### src/rtl/control_unit_pipe.sv
// Registered control decoder acting as the ID/EX pipeline register, with load-use stall, flush and illegal-opcode detection.
// Optional macro CU_PERF_CNT_EN adds saturating stall_count/flush_count outputs.
module control_unit_pipe #(
  parameter int unsigned REG_W = 4,
  parameter int unsigned ALU_W = 5
) (
  input  logic             clk,
  input  logic             rst_n,
  input  logic             in_valid,
  output logic             in_ready,
  input  logic [5:0]       opcode,
  input  logic [REG_W-1:0] rd,
  input  logic [REG_W-1:0] rs1,
  input  logic [REG_W-1:0] rs2,
  input  logic             flush,
  input  logic             out_ready,
  output logic             out_valid,
  output logic [ALU_W-1:0] out_alu_control,
  output logic [1:0]       out_imm_src,
  output logic             out_pc_src,
  output logic             out_mem_to_reg,
  output logic             out_mem_write,
  output logic             out_reg_write,
  output logic             out_alu_src,
  output logic [REG_W-1:0] out_rd,
  output logic [REG_W-1:0] out_rs1,
  output logic [REG_W-1:0] out_rs2,
  output logic             hazard_stall,
  output logic             illegal_op
`ifdef CU_PERF_CNT_EN
  ,
  output logic [15:0]      stall_count,
  output logic [15:0]      flush_count
`endif
);

  logic [2:0]       cls;
  logic [2:0]       low;
  logic             legal;
  logic             uses_rs1;
  logic             uses_rs2;
  logic [ALU_W-1:0] d_alu;
  logic [1:0]       d_imm;
  logic             d_pc_src;
  logic             d_mem_to_reg;
  logic             d_mem_write;
  logic             d_reg_write;
  logic             d_alu_src;

  logic advance;
  logic hazard;
  logic load_en;
  logic accept;

  assign cls = opcode[5:3];
  assign low = opcode[2:0];

  always_comb begin
    legal        = 1'b0;
    uses_rs1     = 1'b0;
    uses_rs2     = 1'b0;
    d_alu        = '0;
    d_alu[4:0]   = {opcode[5:4], opcode[2:0]};
    d_imm        = 2'b00;
    d_pc_src     = 1'b0;
    d_mem_to_reg = 1'b0;
    d_mem_write  = 1'b0;
    d_reg_write  = 1'b0;
    d_alu_src    = 1'b0;
    case (cls)
      3'b000: begin
        legal       = low inside {[3'd1:3'd4]};
        d_reg_write = 1'b1;
        uses_rs1    = 1'b1;
        uses_rs2    = (low != 3'd4);
      end
      3'b001: begin
        legal       = low inside {[3'd1:3'd4]};
        d_reg_write = 1'b1;
        d_alu_src   = 1'b1;
        uses_rs1    = (low != 3'd4);
      end
      3'b010: begin
        legal       = low inside {[3'd1:3'd4]};
        d_reg_write = 1'b1;
        uses_rs1    = 1'b1;
        uses_rs2    = (low != 3'd4);
      end
      3'b011: begin
        legal       = low inside {[3'd1:3'd2]};
        d_imm       = 2'b01;
        d_reg_write = 1'b1;
        d_alu_src   = 1'b1;
        uses_rs1    = 1'b1;
      end
      3'b101: begin
        legal        = low inside {[3'd1:3'd3]};
        d_imm        = 2'b10;
        d_alu_src    = 1'b1;
        d_reg_write  = (low != 3'd3);
        d_mem_to_reg = (low == 3'd1);
        d_mem_write  = (low == 3'd3);
        uses_rs1     = (low != 3'd2);
        uses_rs2     = (low == 3'd3);
      end
      3'b111: begin
        legal     = (low != 3'd7);
        d_imm     = 2'b11;
        d_alu_src = 1'b1;
        d_pc_src  = 1'b1;
      end
      default: ;
    endcase
    // An illegal opcode never stalls; it is consumed and dropped.
    if (!legal) begin
      uses_rs1 = 1'b0;
      uses_rs2 = 1'b0;
    end
  end

  assign advance      = out_ready | ~out_valid;
  assign hazard       = out_valid & out_mem_to_reg & in_valid &
                        ((uses_rs1 & (out_rd == rs1)) | (uses_rs2 & (out_rd == rs2)));
  assign hazard_stall = hazard & ~flush;
  assign in_ready     = flush | (advance & ~hazard);
  assign load_en      = flush | advance;
  assign accept       = ~flush & advance & ~hazard & in_valid;

  always_ff @(posedge clk or negedge rst_n) begin
    if (!rst_n) begin
      out_valid       <= 1'b0;
      out_alu_control <= '0;
      out_imm_src     <= '0;
      out_pc_src      <= 1'b0;
      out_mem_to_reg  <= 1'b0;
      out_mem_write   <= 1'b0;
      out_reg_write   <= 1'b0;
      out_alu_src     <= 1'b0;
      out_rd          <= '0;
      out_rs1         <= '0;
      out_rs2         <= '0;
      illegal_op      <= 1'b0;
    end else begin
      // Every loaded slot that is not a legal accept is a zeroed bubble.
      if (load_en) begin
        if (accept && legal) begin
          out_valid       <= 1'b1;
          out_alu_control <= d_alu;
          out_imm_src     <= d_imm;
          out_pc_src      <= d_pc_src;
          out_mem_to_reg  <= d_mem_to_reg;
          out_mem_write   <= d_mem_write;
          out_reg_write   <= d_reg_write;
          out_alu_src     <= d_alu_src;
          out_rd          <= rd;
          out_rs1         <= rs1;
          out_rs2         <= rs2;
        end else begin
          out_valid       <= 1'b0;
          out_alu_control <= '0;
          out_imm_src     <= '0;
          out_pc_src      <= 1'b0;
          out_mem_to_reg  <= 1'b0;
          out_mem_write   <= 1'b0;
          out_reg_write   <= 1'b0;
          out_alu_src     <= 1'b0;
          out_rd          <= '0;
          out_rs1         <= '0;
          out_rs2         <= '0;
        end
      end
      if (accept && !legal) begin
        illegal_op <= 1'b1;
      end
    end
  end

`ifdef CU_PERF_CNT_EN
  always_ff @(posedge clk or negedge rst_n) begin
    if (!rst_n) begin
      stall_count <= '0;
      flush_count <= '0;
    end else begin
      if (hazard_stall && (stall_count != 16'hFFFF)) begin
        stall_count <= stall_count + 16'd1;
      end
      if (flush && in_valid && (flush_count != 16'hFFFF)) begin
        flush_count <= flush_count + 16'd1;
      end
    end
  end
`endif

endmodule

### config.mk
export PLATFORM = sky130hd
export DESIGN_NAME = control_unit_pipe
export DESIGN_NICKNAME = d
export VERILOG_FILES = /design/src/rtl/control_unit_pipe.sv
export SDC_FILE = /design/constraint.sdc
export NUM_CORES = 1
export LEC_CHECK = 0
export BUFFER_PORTS_ARGS = -buffer_cell sky130_fd_sc_hd__buf_2
export CAP_MARGIN = 10
export CORE_MARGIN = 2
export CORE_UTILIZATION = 40
export CTS_CLUSTER_SIZE = 24
export DETAILED_ROUTE_END_ITERATION = 7
export PLACE_DENSITY = 0.66
export SYNTH_ARGS = -nofsm -noshare
export SYNTH_HDL_FRONTEND = slang
export SYNTH_SLANG_ARGS = --single-unit
export TNS_END_PERCENT = 1
### constraint.sdc
create_clock -name clk -period 3 [get_ports clk]
set_input_delay 0.6 -clock clk [delete_from_list [all_inputs] [get_ports clk]]
set_output_delay 0.6 -clock clk [all_outputs]
set_load 0.02 [all_outputs]
==> results of run 1 <==
-- where the power goes --
part	switching, mW	internal (mW)	leakage, nW
clock network	0.117	0.179	0.0357
logic	0.118	0.0580	0.455
registers	0.0138	0.368	0.350
total	0.249	0.604	0.841
-- worst max path at each step --
stage          startpoint           end  cells after the start
6_report        opcode[5]  hazard_stall                      7
5_1_grt         opcode[5]  hazard_stall                      7
4_1_cts         opcode[5]  hazard_stall                      7
3_5_place_dp    opcode[5]  hazard_stall                      7
3_3_place_gp    opcode[4]  hazard_stall                      7
2_1_floorplan   opcode[1]  hazard_stall                      6
-- synthesized netlist by cell type (all sizes together) (2+ instances only) --
cell / count / area share [%]
dfrtp: 26 / 43
o21ai: 23 / 7.5
a32oi: 20 / 11
nand3: 20 / 6.5
nand2: 12 / 3.3
buf: 9 / 6.1
xnor2: 7 / 4.0
clkbuf: 6 / 1.5
inv: 6 / 1.5
a21oi: 5 / 1.9
and3: 3 / 1.2
nand4: 3 / 1.2
a21o: 2 / 0.98
a31oi: 2 / 0.82
nor2b: 2 / 0.82
o31ai: 2 / 1.9
-- metal layers --
metal | vias up | track usage, %
met3 | 9 | 3.07
met2 | 49 | 33.2
li1 | 698 | -
met5 | - | 0
met4 | 0 | 7.29
met1 | 732 | 27.3
-- area by class of cell --
type / count / area share, %
inverter: 6 / 1.23
multi-input combinational: 112 / 40.4
clock buffer: 3 / 2.25
tap: 48 / 3.28
clock inverter: 1 / 1.64
sequential: 26 / 35.5
timing repair buffer: 55 / 15.7
-- critical path: stages --
cell and delay, ns:
buf_2 0.19, nor2b_1 0.24, nand4_1 0.13, a21o_1 0.20
a21oi_1 0.27, and3_1 0.20, buf_2 0.16
-- kinds of logic after synthesis --
| group | after synthesis |
|---|---|
| flops | 26 |
| xor+xnor | 8 |
| simple gates | 44 |
| compound gates | 60 |
| buf+inv | 21 |
-- per-stage QoR --
stage	worst slack, ns	hold WS, ns
after floorplan	0.599	0.304
after detailed placement	0.431	0.446
after global routing	0.243	0.363
after global placement	0.489	0.436
after CTS	0.434	0.340
final	0.399	0.307
==> flow_summary.yaml, run 1 <==
status:
  status: "completed"
floorplanning:
  io_pins: 51
  start_util_pct: 41.8
  die-width_um: 65.8
  coreArea_mm2: 0.00366
  dieArea_mm2: 0.00433
  rows: 22
  die_y_um: 65.8
synthesis:
  ys_warn_count: 0
  seq_area_frac_synth_pct: 42.6
  synth.ff_latch_count: 26
  postSynth.asyncResetShare_pct: 100
  syn_nets: 182
  synth_fa_ha_area_share_pct: 0
  ys_types: 35
  synth-xor-area-share_pct: 4.58
  synthesis.area_mm2: 0.00153
  muxShareOfSynthArea_pct: 0
  synth.avg_cell_area_um2: 9.62
  synth-simple-area-share_pct: 15.7
  synth_compound_area_share_pct: 28.2
  synth_top_family_by_area: "compound AO/OA/AOI/OAI gates"
  synthCells: 159
  ys_dominant_reg_cell: "dfrtp_1"
  synth_edf_count: 0
worst_setup_path:
  crit_fanout: 10
  crit_path_start_kind: "input pin"
  arrival_ns: 2.00
  r2r-end: "out_alu_control[3]"
  end_kind: "output pin"
  r2r_cells: 6
  r2r_start: "out_rd[1]"
  crit_required_ns: 2.40
  rrSetupSlack_ns: 1.21
  critical_path_class: "in -> out"
global_route:
  grt_pass1_vias: 1427
  grt_pass1_wl_mm: 6.82
  grt_max_degree: 44
  gr-total-overflow: 0
  grt_use_total_pct: 20.3
  antenna_found_initial: 0
finish:
  fin_area_mm2: 0.00183
  largest_reg_flops: 5
  area_delta_synth_final_pct: 19.9
  final_cells: 251
  nFillCells: 347
  regArea_um2: 651
  utilization_pct: 50.1
  finalNetCount: 227
  num_antenna_cells: 0
  most-common-layout-cells: "buf_2 (50), dfrtp_1 (26), o21ai_1 (22), nand3_1 (20), a32oi_1 (20)"
  largest-register: "out_alu_control"
  layout_commonest_cell: "buf_2"
  drive_gt1_share_pct: 33.5
  multi_input_area_um2: 741
timing:
  hold_violations: 0
  fin_crit_sh_pct: 86.7
  period_minus_slack_ns: 2.60
  finClkSkew_ns: 0.00952
  fin_tns_setup_ns: 0
  max_freq_mhz: 384
  worst_pin_slew_ns: 0.639
  setup_violations: 0
  relSlewSlack_pct: 57.3
  grt_setup_unrepaired: "false"
  final_max_slew_viol_count: 0
placed_design:
  place_hpwl_mm: 2.87
  portBuffers: 50
  placed_area_mm2: 0.00176
  gp_congestion: 0.871
  place_inst: 247
detailed_routing:
  wl_mm: 4.05
  ant_nets: 0
  met2_length_mm: 1.99
  dr.pass1.iters: 4
  maxUsedRoutingLayer: "met4"
  vias_per_cell: 5.93
  route.detailed.drc: 0
  wl_per_cell_um: 16.1
  met1_length_mm: 1.75
  dr_wl_met3_um: 228
  drtIter0Drc: 78
  vias: 1488
clock_tree:
  cts_made_buffers: 3
  htreeDepth: 1
  cts_tree: "done"
  cts-root-buf: "clkbuf_8"
  cts.reportedPaths.clkPinSlew_ns: 0.10
  cts_resized: 0
  clkSinkCount: 26
  cts_hold_buffers: 0
  clock_latency_ns: 0.28
  cts_setup_buffers: 0
  clock_path_buffers: 2
power:
  leakagePower_nw: 0.841
  peakVddDrop_uv: 245
  power_mw: 0.854
  p_per_area_mw_per_mm2: 466
hold_path:
  hold_path.class: "in -> async"
run:
  maxCapViolCount: 0
No activity file was read; power rests on OpenSTA's default activity.
==> inputs of run 2 (changes only) <==
--- a/config.mk
+++ b/config.mk
@@ -8,10 +8,11 @@
 export BUFFER_PORTS_ARGS = -buffer_cell sky130_fd_sc_hd__buf_2
 export CAP_MARGIN = 10
 export CORE_MARGIN = 2
-export CORE_UTILIZATION = 40
+export CORE_UTILIZATION = 45
 export CTS_CLUSTER_SIZE = 24
 export DETAILED_ROUTE_END_ITERATION = 7
-export PLACE_DENSITY = 0.66
+export MAX_ROUTING_LAYER = met4
+export PLACE_DENSITY = 0.72
 export SYNTH_ARGS = -nofsm -noshare
 export SYNTH_HDL_FRONTEND = slang
 export SYNTH_SLANG_ARGS = --single-unit
==> run 2 against run 1 <==
Against the previous run:
- sequential power about the same
- largest cell class unchanged
- global-route usage increased by 1.9 points
- clock skew decreased by 0.0027 ns
- utilization increased by 4.2 points
- critical path depth unchanged
- combinational power about the same
- non-clock buffer count unchanged
- worst setup slack got worse by 0.016 ns
- final area decreased by 2.0%
- flip-flop and latch count unchanged
- clock power decreased by 39%
- clock-buffer cell count increased by 1
==> flow_summary.yaml, run 2 (synthesized netlist as in run 1, its figures left out) <==
status:
  status: "completed"
worst_setup_path:
  r2r_start: "out_rd[1]"
  crit_fanout: 10
  crit_path_start_kind: "input pin"
  crit_required_ns: 2.40
  r2r-end: "out_rs2[1]"
  timing.critical_path.mode_cell: "buf_2"
  arrival_ns: 2.02
  critPathMaxStageDelay_ns: 0.28
  slowest_stage: "a21oi_1"
  cp-endpoint: "hazard_stall"
  r2r_cells: 6
  path_cells: "buf_2, nor2b_1, nand4_1, a21o_1, a21oi_1, and3_1, buf_2"
  end_kind: "output pin"
  crit_start: "opcode[5]"
  critical_path_class: "in -> out"
  rrSetupSlack_ns: 1.26
detailed_routing:
  drtIter0Drc: 107
  wl_per_cell_um: 15.9
  wl_mm: 3.97
  ant_nets: 0
  vias_per_cell: 5.88
  route.detailed.drc: 0
  dr.pass1.iters: 4
  vias: 1465
clock_tree:
  cts_tree: "done"
  cts_resized: 0
  cts_hold_buffers: 0
  cts_made_buffers: 3
  cts-root-buf: "clkbuf_4"
  clkSinkCount: 26
  cts.reportedPaths.clkPinSlew_ns: 0.14
  cts_setup_buffers: 0
  clock_latency_ns: 0.33
  htreeDepth: 1
  clock_path_buffers: 2
floorplanning:
  rows: 21
  io_pins: 51
  coreArea_mm2: 0.00331
  die_y_um: 62.3
  die-width_um: 62.3
  dieArea_mm2: 0.00388
  start_util_pct: 46.2
timing:
  setup_violations: 0
  grt_setup_unrepaired: "false"
  worst_slack_ns: 0.383
  whs_ns: 0.249
  max_freq_mhz: 382
  relSlewSlack_pct: 60.9
  final_max_slew_viol_count: 0
  hold_violations: 0
  fin_tns_setup_ns: 0
  worst_pin_slew_ns: 0.587
  finClkSkew_ns: 0.00680
  period_minus_slack_ns: 2.62
  fin_crit_sh_pct: 87.2
global_route:
  gr-total-overflow: 0
  antenna_found_initial: 0
  grt_max_degree: 44
  grt_use_total_pct: 22.3
  grt_pass1_wl_mm: 6.83
  grt_pass1_vias: 1418
finish:
  utilization_pct: 54.2
  fin_area_mm2: 0.00180
  final_cells: 249
  drive_gt1_share_pct: 33.5
  nFillCells: 317
  layout_commonest_cell: "buf_2"
  area_delta_synth_final_pct: 17.4
  most-common-layout-cells: "buf_2 (50), dfrtp_1 (26), o21ai_1 (22), nand3_1 (20), a32oi_1 (20)"
  finalNetCount: 227
  largest-register: "out_alu_control"
  largest_reg_flops: 5
  num_antenna_cells: 0
placed_design:
  gp_congestion: 0.910
  placed_area_mm2: 0.00176
  place_ws_ns: 0.409
  place_inst: 245
  portBuffers: 50
  place_hpwl_mm: 2.75
power:
  p_per_area_mw_per_mm2: 411
  leakagePower_nw: 0.827
  power_mw: 0.737
  peakVddDrop_uv: 222
hold_path:
  hold_path.class: "in -> async"
run:
  maxCapViolCount: 0
==> run 2: worst min path at each step <==
stage | to | cells past startpoint | slack [ns]
floorplan | illegal_op | 0 | 0.30
finish | out_imm_src[0] | 1 | 0.25
global route | out_imm_src[0] | 1 | 0.27
global placement | illegal_op | 1 | 0.43
detailed placement | illegal_op | 1 | 0.46
CTS | out_imm_src[0] | 1 | 0.27
==> run 2: metal layers <==
layer,up-vias,track usage [%],wire [um],share of wire (%)
li1,700,-,-,-
met2,58,36.5,1990,50
met5,-,-,0,0
met4,0,6.11,29,0.73
met1,703,28.6,1720,43
met3,4,3.99,224,5.6
==> run 2: worst max-delay path: cells and delay by family <==
family / cells / cell delay (ns)
buffers and inverters: 2 / 0.35
AO/OA/AOI/OAI: 2 / 0.48
AND/OR/NAND/NOR: 3 / 0.57
==> run 2: area by class of cell <==
type / count / area [um^2] / share of cell area [%]
well taps: 46 / 57.6 / 3.21
clock buffers: 4 / 36.3 / 2.02
inverters: 6 / 22.5 / 1.25
flip-flops and latches: 26 / 651 / 36.2
repair buffers: 55 / 288 / 16.0
multi-input cells: 112 / 741 / 41.3
==> run 2: where the power goes <==
| group | internal, mW | switching [mW] | total, mW |
|---|---|---|---|
| registers | 0.368 | 0.0136 | 0.381 |
| logic | 0.0581 | 0.117 | 0.175 |
| clock network | 0.0743 | 0.107 | 0.181 |
